$ cat config.mk
export PLATFORM = sky130hd
export DESIGN_NAME = result_display_driver
export DESIGN_NICKNAME = d
export VERILOG_FILES = /design/src/rtl/result_display_driver.sv
export SDC_FILE = /design/constraint.sdc
export NUM_CORES = 1
export LEC_CHECK = 0
export CORE_UTILIZATION = 40
export DETAILED_ROUTE_END_ITERATION = 12
export PLACE_DENSITY = 0.64
export RECOVER_POWER = 25
export SLEW_MARGIN = 15
export SYNTH_ARGS = -nofsm -noshare
export SYNTH_HDL_FRONTEND = slang
export SYNTH_SLANG_ARGS = --single-unit
$ cat constraint.sdc
create_clock -name clk -period 5.04 [get_ports clk]
set_input_delay 0.756 -clock clk [delete_from_list [all_inputs] [get_ports clk]]
set_output_delay 0.756 -clock clk [all_outputs]
set_load 0.03 [all_outputs]
$ cat src/rtl/result_display_driver.sv
// result_display_driver
// Captures a signed 8-bit result, converts |value| to three BCD digits with a
// serial shift-add-3 engine, and scans sign/hundreds/tens/ones onto a 4-digit
// active-low 7-segment display.
// Optional build macro: LEADING_ZERO_BLANK_EN (blank leading zeros in the
// hundreds and tens positions; the ones digit is always shown).
module result_display_driver #(
    parameter int SCAN_DIV = 16,
    parameter int SCAN_W   = 16
) (
    input  logic       clk,
    input  logic       Clear,
    input  logic       res_valid,
    input  logic [7:0] res_in,
    output logic       busy,
    output logic       done,
    output logic       sign,
    output logic [3:0] bcd_h,
    output logic [3:0] bcd_t,
    output logic [3:0] bcd_o,
    output logic [3:0] an,
    output logic [6:0] seg
);

    localparam logic [1:0] S_IDLE   = 2'd0;
    localparam logic [1:0] S_SHIFT  = 2'd1;
    localparam logic [1:0] S_COMMIT = 2'd2;

    localparam logic [6:0] SEG_BLANK = 7'b1111111;
    localparam logic [6:0] SEG_MINUS = 7'b0111111;

    logic [1:0]        state;
    logic              sign_r;
    logic [7:0]        mag;
    logic [11:0]       scratch;
    logic [11:0]       adj;
    logic [2:0]        bit_cnt;
    logic [SCAN_W-1:0] presc;
    logic [1:0]        idx;

    function automatic logic [3:0] add3(input logic [3:0] n);
        return (n >= 4'd5) ? n + 4'd3 : n;
    endfunction

    function automatic logic [6:0] seg_digit(input logic [3:0] d);
        logic [6:0] s;
        case (d)
            4'd0:    s = 7'b1000000;
            4'd1:    s = 7'b1111001;
            4'd2:    s = 7'b0100100;
            4'd3:    s = 7'b0110000;
            4'd4:    s = 7'b0011001;
            4'd5:    s = 7'b0010010;
            4'd6:    s = 7'b0000010;
            4'd7:    s = 7'b1111000;
            4'd8:    s = 7'b0000000;
            4'd9:    s = 7'b0010000;
            default: s = SEG_BLANK;
        endcase
        return s;
    endfunction

    // Per-nibble correction applied before each shift of the BCD scratch
    always_comb begin
        adj = {add3(scratch[11:8]), add3(scratch[7:4]), add3(scratch[3:0])};
    end

    // A busy flag derived from state keeps busy and done mutually exclusive
    assign busy = (state != S_IDLE);

    // Conversion FSM: capture magnitude, 8 add-3/shift steps, then commit
    always_ff @(posedge clk) begin
        if (Clear) begin
            state   <= S_IDLE;
            done    <= 1'b0;
            sign    <= 1'b0;
            bcd_h   <= 4'd0;
            bcd_t   <= 4'd0;
            bcd_o   <= 4'd0;
            sign_r  <= 1'b0;
            mag     <= 8'd0;
            scratch <= 12'd0;
            bit_cnt <= 3'd0;
        end else begin
            done <= 1'b0;
            case (state)
                S_IDLE: begin
                    if (res_valid) begin
                        sign_r  <= res_in[7];
                        // 8'h80 negates to 8'h80, which reads as 128 unsigned
                        mag     <= res_in[7] ? (~res_in + 8'd1) : res_in;
                        scratch <= 12'd0;
                        bit_cnt <= 3'd0;
                        state   <= S_SHIFT;
                    end
                end
                S_SHIFT: begin
                    scratch <= {adj[10:0], mag[7]};
                    mag     <= {mag[6:0], 1'b0};
                    bit_cnt <= bit_cnt + 3'd1;
                    if (bit_cnt == 3'd7) state <= S_COMMIT;
                end
                S_COMMIT: begin
                    sign  <= sign_r;
                    bcd_h <= scratch[11:8];
                    bcd_t <= scratch[7:4];
                    bcd_o <= scratch[3:0];
                    done  <= 1'b1;
                    state <= S_IDLE;
                end
                default: state <= S_IDLE;
            endcase
        end
    end

    // Scan prescaler and digit index; runs regardless of conversion activity
    always_ff @(posedge clk) begin
        if (Clear) begin
            presc <= '0;
            idx   <= 2'd0;
        end else if (presc == SCAN_W'(SCAN_DIV - 1)) begin
            presc <= '0;
            idx   <= idx + 2'd1;
        end else begin
            presc <= presc + SCAN_W'(1);
        end
    end

    // Digit select and segment decode from the committed registers
    always_comb begin
        an  = 4'b1111;
        seg = SEG_BLANK;
        case (idx)
            2'd0: begin
                an  = 4'b1110;
                seg = seg_digit(bcd_o);
            end
            2'd1: begin
                an  = 4'b1101;
`ifdef LEADING_ZERO_BLANK_EN
                seg = (bcd_h == 4'd0 && bcd_t == 4'd0) ? SEG_BLANK : seg_digit(bcd_t);
`else
                seg = seg_digit(bcd_t);
`endif
            end
            2'd2: begin
                an  = 4'b1011;
`ifdef LEADING_ZERO_BLANK_EN
                seg = (bcd_h == 4'd0) ? SEG_BLANK : seg_digit(bcd_h);
`else
                seg = seg_digit(bcd_h);
`endif
            end
            default: begin
                an  = 4'b0111;
                seg = sign ? SEG_MINUS : SEG_BLANK;
            end
        endcase
    end

endmodule

## Yosys cells after proc, flatten, opt, wreduce, memory -nomap -nowiden

Memory sizes are Yosys's and may differ from the RTL's. A register that Yosys moved wholly into a read port is not among the register bits.
Index checks and enable logic that the tools add are counted.

| cells by class | value |
|---|---|
| order comparisons | 3 |
| multiplexer cells | 23 |
| reductions and logical operators | 8 |
| eq/ne operators | 8 |
| $add $sub $neg | 7 |
| bitwise logic cells | 1 |

Operators with widths:

| kind | count |
|---|---|
| $mux 4 | 8 |
| $pmux 12 s2 | 1 |
| $pmux 7 s3 | 1 |
| $add 16x1->16 const B | 1 |
| $eq 16x4->1 const B | 1 |
| $mux 8 | 2 |
| $pmux 8 s2 | 1 |
| $ge 4x3->1 const B | 3 |
| $mux 12 | 1 |
| $pmux 4 s3 | 1 |
| $add 4x2->4 const B | 2 |
| $add 8x1->8 const B | 1 |
| $not 8->8 | 1 |
| $mux 7 | 1 |
| $mux 3 | 2 |
| $pmux 3 s2 | 1 |
| $reduce_and 2->1 | 3 |
| $eq 2x1->1 const B | 2 |
| $eq 2x2->1 const B | 2 |
| $logic_not 2->1 | 2 |
| $mux 2 | 2 |
| $ne 2x2->1 const B | 2 |
| $pmux 2 s2 | 1 |
| $reduce_bool 2->1 | 2 |
| other kinds (6) | 6 |

| word-level totals | value |
|---|---|
| ROM bits | 336 |
| input port bits | 11 |
| word-level logic and storage cells | 65 |
| register bits after elaboration | 58 |
| output and inout bits | 26 |
| memories | 3 |

Memories:

| memory | depth | bits a word | rd ports | clocked after Yosys merged registers in | write ports | RTL line | text |
|---|---|---|---|---|---|---|---|
| (name not given) | 16 | 7 | 1 | 1 | 0 | 47 | `case (d)` |
| (name not given) | 16 | 7 | 1 | 1 | 0 | 47 |  |
| (name not given) | 16 | 7 | 1 | 1 | 0 | 47 |  |

## Logic depth before layout (Yosys ltp)

Gate-level depths: netlist of the first run.

| logic depth | value |
|---|---|
| depth in word-level cells | 5 |
| gate-level depth with buffers | 9 |
| mapped depth without buffers | 7 |

## Worst setup path after synthesis of the first run

OpenSTA, ideal clock, no wires.

| path | value |
|---|---|
| kind | reg2out |
| start | reg idx[0] |
| end | out seg[6] |
| data arrival time | 1434 ps |
| path slack | 2850 ps |
| stages on the path, launching flop included | 6 |
| cell sequence | dfxtp_1 > inv_1 > ha_1 > clkbuf_1 > a222oi_1 > mux2i_1 |

| on the way | value |
|---|---|
| cells in the longest elaborated chain, start to end | 2 |

RTL lines:

| element | RTL line | text |
|---|---|---|
| start: declaration | 39 | `logic [1:0] idx;` |
| start signal: assignment | 123 | `idx <= idx + 2'd1;` |
| $eq 2x2->1 (tied with other cells) | 133 | `case (idx)` |
| $pmux 7 s3 (*) | 133 |  |
| end: declaration | 22 | `output logic [6:0] seg` |

Mark *: on every way between the ends. The rest lies on a longest branch, timed or not.

==> impl_metrics.csv, run 1 <==
group,metric,value,unit
drt,antenna_left,0,
pwr,switching_share,25.72,%
timing,maxSlewViolCount,0,
pwr,comb_power_share,5.6,%
worst_setup_path,path_delay_family,"buffers and inverters",
final_layout,fin_cells,598,
placement,place_hpwl,5891,um
clock_network,cts_buffer_depth,2,
timing,layout_min_cycle_time,3.129,ns
timing,period_share,62.07,%
pwr,p_seq_share,56.5,%
clock_network,postCtsSetupRepairBufs,0,
clock_network,clock-root-buffer,"clkbuf_8",
timing,hold_slack,0.4720,ns
logic_synthesis,yosys-top-cells-count,"dfxtp_1, nor2_1, a21oi_1, inv_1",
pwr,max-vdd-ir-drop,0.1297,mV
clock_network,post_cts_resize_count,0,
grt,grt_max_degree,23,
worst_setup_path,cp_slowest_cell,"dlygate4sd3_1",
placement,placed_cells,582,
clock_network,clock-sinks,79,
placement,port_buffers,36,
final_layout,syn2layout_area_growth,14.62,%
floorplanning,die_area,10410,um^2
clock_network,cts_tree,"built",
timing,worst_clock_skew,0.008917,ns
drt,postRouteWirelength,8021,um
drt,wl_per_cell,13.41,um
clock_network,clkLatencyLatePin,0.35,ns
final_layout,finish.net_count,500,
floorplanning,initial_core_util,41.15,%
pwr,clkPwrFrac,37.9,%
logic_synthesis,yosysWarningCount,0,
worst_setup_path,cp_max_fo,21,
worst_setup_path,critPathRequiredTime,5.26,ns
drt,avgViaCountPerCell,5.115,
grt,grt_remaining_overflow,0,
logic_synthesis,synth-main-ff-cell,"dfxtp_1",
clock_network,numCtsBuffers,9,
floorplanning,num_rows,36,
floorplanning,die_h,102.0,um
drt,first_pass_iters,5,
timing,setup_slack,1.911,ns
pwr,p_int,0.8416,mW
timing,worst_pin_slew,1.065,ns
logic_synthesis,synthMostInstantiatedCell,"dfxtp_1",
logic_synthesis,ys_seq_area_share,39.50,%
worst_setup_path,cp-end-kind,"flop",
timing,rsz0062_at_grt,"no",
worst_setup_path,crit_path_start_kind,"input pin",
timing,finalSetupViolCount,0,
placement,place_ws,1.603,ns
logic_synthesis,synthTopCellsByArea,"dfxtp_1, ha_1, mux2i_1",
grt,grt_pass1_vias,2947,
logic_synthesis,synth_top_area_share,39.50,%
placement,gp_congestion,0.7793,
grt,grt_use_total,16.92,%
pwr,p_switching,0.2914,mW
logic_synthesis,syn_area,4004,um^2
drt,dr_total_vias,3059,
grt,antenna_found_initial,0,
timing,hold_viol,0,
run,drv_cap,0,
drt,first_iter_violations,101,
logic_synthesis,synth_area_leader_cell,"dfxtp_1",
hold_path,min_path_type,"flop to flop",
pwr,p_leak,1.923,nW
worst_setup_path,path_buf_inv,3,
floorplanning,die_x,102.0,um
final_layout,diodes,0,
pwr,power_density,246.9,nW/um^2
logic_synthesis,syn_inst,433,
clock_network,clk_pin_slew,0.09,ns
final_layout,fillerInstances,949,
logic_synthesis,synth-edff-count,0,
drt,drc,0,
final_layout,drive_above_1_share,9.462,%
logic_synthesis,synth_cell_types,43,
run_status,status,"completed",
timing,slew_headroom,28.84,%
timing,fin_setup_tns,0,ns
clock_network,cts-htree-levels,3,
logic_synthesis,ys_seq_elements,79,
floorplanning,coreArea,9729,um^2
worst_setup_path,crit_chain,"dlygate4sd3_1, inv_2, a31oi_1, inv_1, ha_1, mux2i_1, a21oi_1",
grt,grt_first_pass_wirelength,13820,um
logic_synthesis,synthArstFlopShare,0,%
worst_setup_path,worstPathArrival,3.35,ns
timing,max_freq,0.3196,GHz
floorplanning,ios,37,
clock_network,ctsHoldBuffers,0,
worst_setup_path,crit_type,"input pin to flop",
logic_synthesis,syn_avg_cell_area,9.247,um^2
worst_setup_path,slowest_delay,1.09,ns
logic_synthesis,syn_nets,473,
## metrics by stage
| stage | area (um^2) | util, % | power, mW |
|---|---|---|---|
| after floorplan | 4004 | - | 0.6989 |
| after CTS | 4593 | 47.21 | 1.149 |
| after global routing | 4589 | 47.17 | 1.187 |
| after detailed placement | 4410 | 45.33 | 0.7194 |
| after global placement | 4410 | 45.33 | 0.7178 |
| final | 4589 | 47.17 | 1.133 |
## cells in the final DEF, fill, tap and decap left out, types with 3 or more instances in the layout
cell type and n:
xor2_1 6, nand2b_1 6, nor2_1 37, a22o_1 6, nor3_1 8, o21ai_0 7
ha_1 29, a222oi_1 4, a31o_2 5, a22oi_1 9, dfxtp_1 79, inv_1 33
nor4_4 3, a31oi_1 4, nor4bb_1 3, clkdlybuf4s50_1 32, xnor2_1 18, clkinv_4 4
a21oi_1 34, dlygate4sd3_1 4, and4bb_2 6, nand2_1 29, o22ai_1 4, clkbuf_8 9
inv_2 4, and3_1 3, nand4_1 6, nor4_1 8, nand3_1 13, a31oi_2 3
or3_1 3, mux2i_1 23, mux2_4 3
## path summary, 6_finish.rpt
| check | start | to | slack [ns] | cells after the start |
|---|---|---|---|---|
| worst max-delay path | Clear | flop | 1.91 | 7 |
| worst min-delay path | mag[7]$_SDFFE_PP0P_ | scratch[0]$_SDFFE_PP0P_ | 0.47 | 2 |
| worst max register to register | state[1]$_SDFFE_PP0P_ | flop | 2.66 | 6 |
| worst min register to register | mag[7]$_SDFFE_PP0P_ | scratch[0]$_SDFFE_PP0P_ | 0.47 | 2 |
## power groups by stage
stage          clock [mW]  sequential [mW]  combinational, mW
5_1_grt             0.473            0.642             0.0712
4_1_cts             0.444            0.641             0.0642
3_3_place_gp            0            0.655             0.0628
3_5_place_dp            0            0.655             0.0640
2_1_floorplan           0            0.652             0.0470
6_report            0.429            0.641             0.0630
## routing by layer
layer  vias to the layer above  GRT usage (%)  routed length [um]
met4                         0          7.143                 121
li1                       1566              -                   -
met3                         9          2.462                 290
met1                      1425          21.91                3853
met5                         -              0                   0
met2                        59          28.14                3755
## cell families after synthesis
group                      Yosys count  synth area share (%)
and+or+nand+nor                    134                 18.63
AOI/OAI and AO/OA                   83                 14.03
DFF                                 79                 39.50
buffers and inverters               58                 6.656
adders and majority gates           29                 9.063
muxes                               26                 6.875
xor gates and xnor gates            24                 5.250
## layout make-up
cell class / instances / area (um^2) / share of cell area, %
repair buffers: 37 / 364.1 / 7.933
multi-input cells: 296 / 2156 / 46.97
flip-flops and latches: 79 / 1582 / 34.46
clock buffers: 9 / 123.9 / 2.699
clock inverters: 7 / 58.81 / 1.281
well taps: 133 / 166.4 / 3.626
inverters: 37 / 138.9 / 3.026
## worst reg2reg max path, cell delays in order (launching register included)
cell	delay, ns
dfxtp_1	0.61
nand2b_1	0.48
a31oi_1	0.57
inv_1	0.13
ha_1	0.22
mux2i_1	0.16
a21oi_1	0.09
Note: power is estimated with default switching activity, not from simulation.
==> run 2: changes to the inputs <==
--- a/config.mk
+++ b/config.mk
@@ -7,7 +7,7 @@
 export LEC_CHECK = 0
 export CORE_UTILIZATION = 40
 export DETAILED_ROUTE_END_ITERATION = 12
-export PLACE_DENSITY = 0.64
+export PLACE_DENSITY = 0.66
 export RECOVER_POWER = 25
 export SLEW_MARGIN = 15
 export SYNTH_ARGS = -nofsm -noshare
==> constraint.sdc (replaced) <==
create_clock -name clk -period 2.85 [get_ports clk]
set_input_delay 0.4275 -clock clk [delete_from_list [all_inputs] [get_ports clk]]
set_output_delay 0.4275 -clock clk [all_outputs]
set_load 0.03 [all_outputs]
==> run 2 against run 1 <==
Sequential share of layout area shrank 0.69 points. First-iteration DRC count grew 8.9%. Clock skew is essentially flat. Routed wire length grew 3.3%. Total power grew 94%. Sequential cell count is the same. Die area is the same.
==> impl_metrics.csv, run 2 (same netlist as run 1, synthesis figures left out) <==
group,metric,value,unit
drt,avgViaCountPerCell,5.094,
floorplanning,die_x,102.0,um
final_layout,diodes,0,
clock_network,postCtsSetupRepairBufs,0,
pwr,total_power,2.200,mW
placement,place_ws,0.3163,ns
final_layout,post-route-util,48.14,%
clock_network,cts_tree,"built",
timing,worst_pin_slew,0.5594,ns
clock_network,ctsHoldBuffers,0,
floorplanning,num_rows,36,
pwr,p_leak,1.963,nW
pwr,clkPwrFrac,43.1,%
final_layout,fillerInstances,943,
timing,finalSetupViolCount,0,
clock_network,numCtsBuffers,9,
timing,worst_clock_skew,0.009301,ns
worst_setup_path,cp_max_fo,8,
placement,placed_cells,589,
worst_setup_path,crit_path_start_kind,"flop",
run_status,status,"completed",
timing,hold_viol,0,
drt,drc,0,
clock_network,clock-root-buffer,"clkbuf_8",
run,drv_cap,0,
clock_network,clkLatencyLatePin,0.36,ns
final_layout,drive_above_1_share,10.17,%
final_layout,syn2layout_area_growth,16.97,%
grt,grt_max_degree,21,
worst_setup_path,worstPathArrival,2.23,ns
placement,placed_area,4463,um^2
pwr,p_int,1.687,mW
hold_path,min_path_type,"flop to flop",
timing,fin_setup_tns,0,ns
grt,grt_use_total,17.00,%
final_layout,design_area,4683,um^2
timing,setup_slack,0.1885,ns
timing,max_freq,0.3757,GHz
timing,period_share,93.39,%
final_layout,finish.net_count,507,
worst_setup_path,cp-end-kind,"output port",
drt,dr_total_vias,3082,
pwr,p_seq_share,51.4,%
clock_network,clk_pin_slew,0.08,ns
grt,antenna_found_initial,0,
grt,grt_remaining_overflow,0,
pwr,comb_power_share,5.5,%
timing,maxSlewViolCount,0,
grt,grt_pass1_vias,2868,
final_layout,final_cell_mix,"dfxtp_1, nor2_1, inv_1, clkdlybuf4s50_1, a21oi_1",
placement,place_hpwl,5973,um
final_layout,layout_commonest_cell,"dfxtp_1",
grt,grt_first_pass_wirelength,13580,um
worst_setup_path,crit_chain,"inv_1, ha_1, a222oi_1, mux2i_1, clkdlybuf4s50_1",
pwr,switching_share,23.31,%
worst_setup_path,critPathRequiredTime,2.42,ns
drt,first_pass_iters,4,
clock_network,cts_buffer_depth,2,
drt,postRouteWirelength,8284,um
worst_setup_path,crit_type,"flop to output port",
pwr,p_switching,0.5128,mW
pwr,max-vdd-ir-drop,0.2590,mV
placement,port_buffers,36,
final_layout,fin_cells,605,
timing,rsz0062_at_grt,"no",
floorplanning,ios,37,
timing,slew_headroom,62.68,%
drt,wl_per_cell,13.69,um
timing,layout_min_cycle_time,2.662,ns
floorplanning,initial_core_util,41.15,%
clock_network,cts-htree-levels,3,
clock_network,clock-sinks,79,
pwr,power_density,469.7,nW/um^2
floorplanning,coreArea,9729,um^2
drt,first_iter_violations,110,
timing,hold_slack,0.4682,ns
worst_setup_path,slowest_delay,0.60,ns
drt,antenna_left,0,
floorplanning,die_area,10410,um^2
worst_setup_path,cp_slowest_cell,"clkdlybuf4s50_1",
clock_network,post_cts_resize_count,0,
floorplanning,die_h,102.0,um
placement,gp_congestion,0.8021,
==> run 2: cell types whose count changed in the layout (fill, tap and decap cells not counted), sizes merged <==
cell,before,now
clkdlybuf4s50,32,35
buf,0,5
clkinv,5,3
inv,38,37
dlygate4sd3,4,1
bufinv,0,2
clkbuf,10,13
==> run 2: layer usage <==
| layer | vias up | GRT usage (%) | wire (um) |
|---|---|---|---|
| li1 | 1583 | - | - |
| met4 | 0 | 7.363 | 78 |
| met2 | 50 | 26.59 | 3811 |
| met5 | - | 0 | 0 |
| met1 | 1444 | 22.72 | 4050 |
| met3 | 5 | 3.488 | 344 |
==> run 2: path summary, 6_finish.rpt <==
| path | start | endpoint | slack [ns] | cells past startpoint |
|---|---|---|---|---|
| min | presc[0]$_SDFF_PP0_ | presc[0]$_SDFF_PP0_ | 0.47 | 1 |
| max | idx[0]$_SDFFE_PP0N_ | seg[6] | 0.19 | 5 |
| min reg2reg | presc[0]$_SDFF_PP0_ | presc[0]$_SDFF_PP0_ | 0.47 | 1 |
| max reg2reg | state[1]$_SDFFE_PP0P_ | flop | 0.68 | 7 |
==> run 2: final cells by class <==
class                           count  area, um^2  share of cell area [%]
Multi-Input combinational cell    296        2156                   46.03
Timing Repair Buffer               44       409.1                   8.736
Clock inverter                      6       93.84                   2.004
Sequential cell                    79        1582                   33.77
Clock buffer                       10       137.6                   2.939
Tap cell                          133       166.4                   3.553
Inverter                           37       138.9                   2.966
==> run 2: worst max-delay path, delay by kind of cell, from the launching register on <==
kind / cells / cell delay (ns)
flip-flops: 1 / 0.37
buffers and inverters: 2 / 0.70
adder cells (fa/ha/maj): 1 / 0.29
AO/OA/AOI/OAI: 1 / 0.40
multiplexers: 1 / 0.12
==> run 2: power by group through the flow <==
| stage | combinational, mW | sequential (mW) | clock [mW] |
|---|---|---|---|
| after floorplan | 0.0831 | 1.15 | 0 |
| after global placement | 0.120 | 1.16 | 0 |
| after detailed placement | 0.123 | 1.16 | 0 |
| after CTS | 0.123 | 1.13 | 0.979 |
| after global routing | 0.133 | 1.13 | 1.02 |
| final | 0.120 | 1.13 | 0.949 |
==> run 3: changes to the inputs <==
--- a/config.mk
+++ b/config.mk
@@ -5,6 +5,7 @@
 export SDC_FILE = /design/constraint.sdc
 export NUM_CORES = 1
 export LEC_CHECK = 0
+export CORE_MARGIN = 2
 export CORE_UTILIZATION = 40
 export DETAILED_ROUTE_END_ITERATION = 12
 export PLACE_DENSITY = 0.66
==> run 3 against run 2 <==
Critical path depth is the same. Sequential power is essentially flat. Sequential cell count is the same. Largest power group unchanged. Highest routed layer unchanged.
==> impl_metrics.csv, run 3 (same netlist as run 1, synthesis figures left out) <==
group,metric,value,unit
timing,period_share,94.73,%
worst_setup_path,path_delay_family,"buffers and inverters",
placement,gp_congestion,0.8082,
floorplanning,initial_core_util,41.15,%
run,drv_cap,0,
worst_setup_path,reg2reg_setup_slack,0.41,ns
grt,grt_pass1_vias,2996,
worst_setup_path,critPathRequiredTime,2.42,ns
timing,finalSetupViolCount,0,
grt,grt_first_pass_wirelength,14120,um
worst_setup_path,slowest_delay,0.61,ns
drt,antenna_left,0,
placement,port_buffers,36,
worst_setup_path,crit_path_start_kind,"flop",
pwr,p_seq_share,56.2,%
worst_setup_path,r2r_start,"state[0]$_SDFFE_PP0P_",
worst_setup_path,crit_type,"flop to output port",
clock_network,numCtsBuffers,9,
clock_network,postCtsSetupRepairBufs,0,
clock_network,cts_buffer_depth,2,
drt,first_iter_violations,104,
clock_network,post_cts_resize_count,0,
pwr,p_leak,1.946,nW
timing,worst_pin_slew,1.105,ns
drt,first_pass_iters,4,
floorplanning,die_x,104.0,um
pwr,total_power,2.018,mW
worst_setup_path,worstPathArrival,2.27,ns
timing,setup_slack,0.1502,ns
drt,drc,0,
floorplanning,die_area,10830,um^2
timing,fin_setup_tns,0,ns
timing,layout_min_cycle_time,2.700,ns
pwr,power_density,435.6,nW/um^2
grt,grt_max_degree,26,
final_layout,layout_commonest_cell,"dfxtp_1",
timing,hold_viol,0,
floorplanning,die_h,104.0,um
worst_setup_path,crit_start,"idx[0]$_SDFFE_PP0N_",
timing,maxSlewViolCount,0,
worst_setup_path,cp_slowest_cell,"clkdlybuf4s50_1",
worst_setup_path,worstRegToRegCells,7,
drt,avgViaCountPerCell,5.111,
clock_network,ctsHoldBuffers,0,
clock_network,clock-sinks,79,
pwr,p_switching,0.5103,mW
final_layout,diodes,0,
pwr,clkPwrFrac,38.1,%
worst_setup_path,crit_chain,"inv_1, ha_1, a222oi_1, mux2i_1, clkdlybuf4s50_1",
pwr,p_int,1.508,mW
hold_path,hold_path.startpoint,"presc[0]$_SDFF_PP0_",
worst_setup_path,cp_max_fo,8,
grt,antenna_found_initial,0,
pwr,max-vdd-ir-drop,0.2519,mV
floorplanning,ios,37,
timing,slew_headroom,26.31,%
hold_path,min_path_type,"flop to flop",
drt,wl_per_cell,14.05,um
worst_setup_path,path_buf_inv,2,
grt,grt_use_total,15.90,%
pwr,switching_share,25.29,%
worst_setup_path,critPathCapture,"seg[6]",
pwr,comb_power_share,5.7,%
placement,place_ws,0.3547,ns
placement,placed_cells,589,
final_layout,fin_cells,605,
grt,grt_remaining_overflow,0,
final_layout,fillerInstances,954,
clock_network,cts-htree-levels,3,
timing,rsz0062_at_grt,"no",
placement,place_hpwl,6202,um
drt,postRouteWirelength,8499,um
worst_setup_path,path_depth,5,
floorplanning,num_rows,36,
final_layout,drive_above_1_share,9.746,%
final_layout,final_cell_mix,"dfxtp_1, nor2_1, inv_1",
floorplanning,coreArea,9729,um^2
worst_setup_path,cp-end-kind,"output port",
run_status,status,"completed",
clock_network,clkLatencyLatePin,0.35,ns
timing,hold_slack,0.4779,ns
final_layout,finish.net_count,507,
timing,max_freq,0.3704,GHz
timing,worst_clock_skew,0.01036,ns
clock_network,cts_tree,"built",
clock_network,clock-root-buffer,"clkbuf_8",
drt,dr_total_vias,3092,
clock_network,clk_pin_slew,0.09,ns
final_layout,syn2layout_area_growth,15.72,%
-- run 3: metal layers --
metal	global-route usage [%]	vias up	wire, um
li1	-	1576	-
met1	20.61	1453	4073
met2	26.88	52	4062
met3	3.258	11	284
met4	4.344	0	78
met5	0	-	0
-- run 3: power by group through the flow --
stage / sequential (mW) / clock (mW) / combinational (mW)
6_report: 1.13 / 0.770 / 0.115
5_1_grt: 1.14 / 0.837 / 0.128
4_1_cts: 1.13 / 0.793 / 0.118
3_5_place_dp: 1.16 / 0 / 0.117
3_3_place_gp: 1.16 / 0 / 0.115
2_1_floorplan: 1.15 / 0 / 0.0831
-- run 3: cell type report --
class | instances | area [um^2] | share of cell area (%)
Tap cell | 133 | 166.4 | 3.592
Sequential cell | 79 | 1582 | 34.13
Timing Repair Buffer | 44 | 409.1 | 8.831
Clock inverter | 6 | 43.79 | 0.9452
Inverter | 37 | 138.9 | 2.998
Multi-Input combinational cell | 296 | 2156 | 46.53
Clock buffer | 10 | 137.6 | 2.971
-- run 3: how the worst min path moves through the flow --
| stage | endpoint | slack [ns] | cells after the start |
|---|---|---|---|
| 5_1_grt | scratch[0]$_SDFFE_PP0P_ | 0.49 | 2 |
| 3_5_place_dp | presc[0]$_SDFF_PP0_ | 0.46 | 1 |
| 4_1_cts | bit_cnt[1]$_SDFFE_PP0P_ | 0.48 | 2 |
| 2_1_floorplan | presc[0]$_SDFF_PP0_ | 0.43 | 1 |
| 6_report | presc[0]$_SDFF_PP0_ | 0.48 | 1 |
| 3_3_place_gp | presc[0]$_SDFF_PP0_ | 0.45 | 1 |
-- run 3: through the flow --
stage / instance area (um^2) / util (%)
final: 4633 / 47.62
after global routing: 4633 / 47.62
after CTS: 4644 / 47.74
after detailed placement: 4463 / 45.87
after global placement: 4463 / 45.87
after floorplan: 4004 / -
==> RTL change 1, RTL diff (config.mk and constraints of run 1) <==
Set the parameter `SCAN_W` to 18 (it was 16).
--- a/src/rtl/result_display_driver.sv
+++ b/src/rtl/result_display_driver.sv
@@ -6,7 +6,7 @@
 // hundreds and tens positions; the ones digit is always shown).
 module result_display_driver #(
     parameter int SCAN_DIV = 16,
-    parameter int SCAN_W   = 16
+    parameter int SCAN_W   = 18
 ) (
     input  logic       clk,
     input  logic       Clear,
Formal check against the unedited RTL: no difference found for any inputs over 10 cycles, from zero or initial values; that may be too few to reach the edited logic, so the function may still have changed.
==> RTL change 1 against run 1 <==
- sequential share of layout area is 0.072 points higher
- sequential cell count increased by 2
- count of clock-buffer cells in the layout up 3
- register-to-register slack lost 50 ps
- design area up 2.3%
- total power is 0.14% lower
- combinational power grew 2%
- worst setup slack got worse by 41 ps
- via count is 5.5% higher
- final cell count rose by 3.5%
- routed wire length increased by 4.9%
- synthesized area is 2.5% higher
- critical path depth up 1
- largest cell class unchanged
==> RTL change 1: results (changes against run 1) <==
| Metric | Value |
|---|---|
| Status | `finished, final reports clean` |
| Sequential share of cell area | `34.5% (+0.072 points)` |
| Drt total wl | `8.42 mm (+4.9%)` |
| Vias | `3226 (+5.5%)` |
| Clk_skew | `9.00 ps (+0.0804 ps)` |
| Worst IR Drop VDD | `0.0949 mV (-27%)` |
| Post-synthesis xor/xnor area fraction | `4.91% (-0.34 points)` |
| Crit path max fanout | `43 (+100%)` |
| Slew HR | `28.6% (-0.25 points)` |
| Ratio of cells with drive above 1 in the final layout | `6.58% (-2.9 points)` |
| Synth Area in Adders | `8.84% (-0.22 points)` |
| Largest cells by area after synthesis | `dfxtp_1 (40%), ha_1 (8.8%), mux2i_1 (5.9%)` |
| CP arrival | `3400 ps (+50 ps)` |
| CP max-delay cell | `a31oi_1` |
| Number of fill cells | `976 (+2.8%)` |
| Syn Nets | `496 (+4.9%)` |
| Global-route wire length before repair | `14.4 mm (+4.3%)` |
| Static leakage | `1.92 nW (-0.29%)` |
| Switching share of power | `23.9% (-1.8 points)` |
| Drt initial violations | `125 (+24%)` |
| Cell count after placement | `604 (+3.8%)` |
| Max Freq | `316 MHz (-1.3%)` |
| Final HPWL DP | `6.16 mm (+4.6%)` |
| Seq/Total Area, Yosys | `39.5% (about the same)` |
| Crit path largest cell delay | `580 ps (-510 ps)` |
-- RTL change 1: per-stage QoR --
stage	cell area, um2	hold slack, ps	total power, mW
global placement	4540	445	0.735
finish	4700	468	1.13
CTS	4700	470	1.15
floorplan	4110	429	0.715
detailed placement	4540	464	0.737
global route	4700	502	1.18
-- RTL change 1: power groups by stage --
stage / sequential (mW) / combinational, mW / clock (mW)
2_1_floorplan: 0.668 / 0.0466 / 0
3_3_place_gp: 0.671 / 0.0641 / 0
3_5_place_dp: 0.672 / 0.0652 / 0
4_1_cts: 0.657 / 0.0655 / 0.424
5_1_grt: 0.658 / 0.0721 / 0.454
6_report: 0.657 / 0.0644 / 0.410
-- RTL change 1: metal layers --
metal  track usage [%]  wire length [um]  vias up
met5                 0                 0        -
met4              9.10                98        0
met3              2.82               235        5
met2              28.6              3930       58
met1              22.6              4150     1510
li1                  -                 -     1653
==> RTL change 2, RTL diff (config.mk and constraints of run 1) <==
Without the edit above. Register the output `an`; this adds one clock of latency there. The other outputs are not delayed to match.
--- a/src/rtl/result_display_driver.sv
+++ b/src/rtl/result_display_driver.sv
@@ -28,6 +28,8 @@
 
     localparam logic [6:0] SEG_BLANK = 7'b1111111;
     localparam logic [6:0] SEG_MINUS = 7'b0111111;
+
+    logic [3:0] an_d;
 
     logic [1:0]        state;
     logic              sign_r;
@@ -128,15 +130,15 @@
 
     // Digit select and segment decode from the committed registers
     always_comb begin
-        an  = 4'b1111;
+        an_d = 4'b1111;
         seg = SEG_BLANK;
         case (idx)
             2'd0: begin
-                an  = 4'b1110;
+                an_d = 4'b1110;
                 seg = seg_digit(bcd_o);
             end
             2'd1: begin
-                an  = 4'b1101;
+                an_d = 4'b1101;
 `ifdef LEADING_ZERO_BLANK_EN
                 seg = (bcd_h == 4'd0 && bcd_t == 4'd0) ? SEG_BLANK : seg_digit(bcd_t);
 `else
@@ -144,7 +146,7 @@
 `endif
             end
             2'd2: begin
-                an  = 4'b1011;
+                an_d = 4'b1011;
 `ifdef LEADING_ZERO_BLANK_EN
                 seg = (bcd_h == 4'd0) ? SEG_BLANK : seg_digit(bcd_h);
 `else
@@ -152,11 +154,15 @@
 `endif
             end
             default: begin
-                an  = 4'b0111;
+                an_d = 4'b0111;
                 seg = sign ? SEG_MINUS : SEG_BLANK;
             end
         endcase
     end
 
+    always_ff @(posedge clk) begin
+        an <= an_d;
+    end
+
 endmodule
 
Behaviour: not the same (Yosys sat finds a counterexample within 4 cycles, from zero or initial values).
==> RTL change 2 against run 1 <==
- count of clock-buffer cells in the layout rose by 3
- final cell count is 1.0% higher
- synthesized area up 2.9%
- largest cell class unchanged
- clock skew increased by 1.8 ps
- total power is 13% higher
- routed wire length is 2.7% higher
- worst setup slack got worse by 580 ps
- sequential cell count rose by 4
- design area rose by 4.0%
- global-route usage increased by 0.16 points
==> RTL change 2: results (changes against run 1) <==
| Metric | Value |
|---|---|
| Async S/R FF share, synth | `0% (unchanged)` |
| Final HPWL DP | `6.09 mm (+3.4%)` |
| Synth Area per Inst | `9.39 um2 (+1.5%)` |
| Vias in the first global route | `2988 (+1.4%)` |
| Global-route wire length before repair | `14.0 mm (+1.3%)` |
| Initial antenna violation count | `0 (unchanged)` |
| TritonCTS Buffers | `9 (unchanged)` |
| Post-synthesis xor/xnor area fraction | `4.68% (-0.57 points)` |
| Mux contribution to synthesized area | `6.16% (-0.71 points)` |
| Number of fill cells | `923 (-2.7%)` |
| Comb_multi_in | `298 (+0.68%)` |
| Status | `finished, final reports clean` |
| Ratio of cells with drive above 1 in the final layout | `7.64% (-1.8 points)` |
| Clk_buf instances | `12 (+3)` |
| CP max-delay cell | `clkbuf_1` |
| Area of the multi-input gates | `2210 um2 (+2.7%)` |
| Hold slack | `465 ps (-7.38 ps)` |
| Drt pass-1 iters | `4 (-1)` |
| Top cells by count, synth | `dfxtp_1 (83), a21oi_1 (40), inv_1 (33), nor2_1 (30), ha_1 (29)` |
| GRT Overall Usage | `17.1% (+0.16 points)` |
| Clk_skew | `10.7 ps (+1.80 ps)` |
| Mean routed wirelength per cell | `13.6 um (+1.7%)` |
| Drt initial violations | `68 (-33%)` |
| Post-Place Setup Slack | `1720 ps (+119 ps)` |
| Compound-Gate Fraction of Synth Area | `15.5% (+1.5 points)` |
| Largest cells by area after synthesis | `dfxtp_1 (40%), ha_1 (8.8%), mux2i_1 (5.3%)` |
| CP arrival | `3940 ps (+590 ps)` |
| Clock group | `0.541 mW (+26%)` |
| Yosys reg bits | `83 (+5.1%)` |
| Static leakage | `1.96 nW (+1.9%)` |
| Pint | `0.993 mW (+18%)` |
| Syn Nets | `479 (+1.3%)` |
| Measured slew at the worst slew-check pin | `1410 ps (+345 ps)` |
| Comb. pwr | `0.0626 mW (-0.6%)` |
| Reg area | `1660 um2 (+5.1%)` |
| Seq/Total Area, Yosys | `40.3% (+0.83 points)` |
| Cell Area, Synth | `4120 um2 (+2.9%)` |
| Port Buffers | `36 (unchanged)` |
| Layout net count | `506 (+1.2%)` |
| Synth cell types | `52 (+21%)` |
| Seq. pwr | `0.672 mW (+4.8%)` |
| Signal buf overhead | `7.63% (-0.30 points)` |
| H-tree levels | `3 (unchanged)` |
| HP Start | `mag[7]` |
| Cell count after placement | `588 (+1.0%)` |
| GP Congestion | `0.775 (-0.50%)` |
| Vias/cell | `5.13 (+0.20%)` |
| Placed inst area | `4550 um2 (+3.2%)` |
| Fin util | `48.4% (+1.2 points)` |
| Synth Area in Adders | `8.81% (-0.26 points)` |
| Worst IR Drop VDD | `0.156 mV (+20%)` |
| Worst reg-to-reg setup slack | `2510 ps (-150 ps)` |
| Pin count of the biggest net entering global routing | `31 (+35%)` |
==> RTL change 2: changes by cell type in the layout (fill, tap and decap cells not counted), sizes merged, moves of 4 or more <==
cell           run 1  this run
nor2              37        30
dfxtp             79        83
clkinv             5         1
a21oi             34        40
==> RTL change 2: cells by family after synthesis <==
family / after synthesis
AO/OA/AOI/OAI: 91
XOR/XNOR: 22
adder cells (fa/ha/maj): 29
buffers and inverters: 58
flip-flops: 83
multiplexers: 25
AND/OR/NAND/NOR: 131
==> RTL change 2: worst max path at each step <==
stage	from	endpoint	slack (ps)	cells past startpoint
2_1_floorplan	idx[0]	seg[6]	2850	5
4_1_cts	idx[0]	seg[6]	2050	5
3_3_place_gp	Clear	register	1780	8
5_1_grt	Clear	register	970	8
3_5_place_dp	Clear	register	1720	8
6_report	Clear	register	1330	8
==> RTL change 2: layer usage <==
layer	GRT usage, %	vias up	part of all wire [%]
met5	0	-	0
met4	8.02	0	1.6
met1	22.3	1442	48
met2	27.5	47	47
li1	-	1598	-
met3	2.89	9	2.8
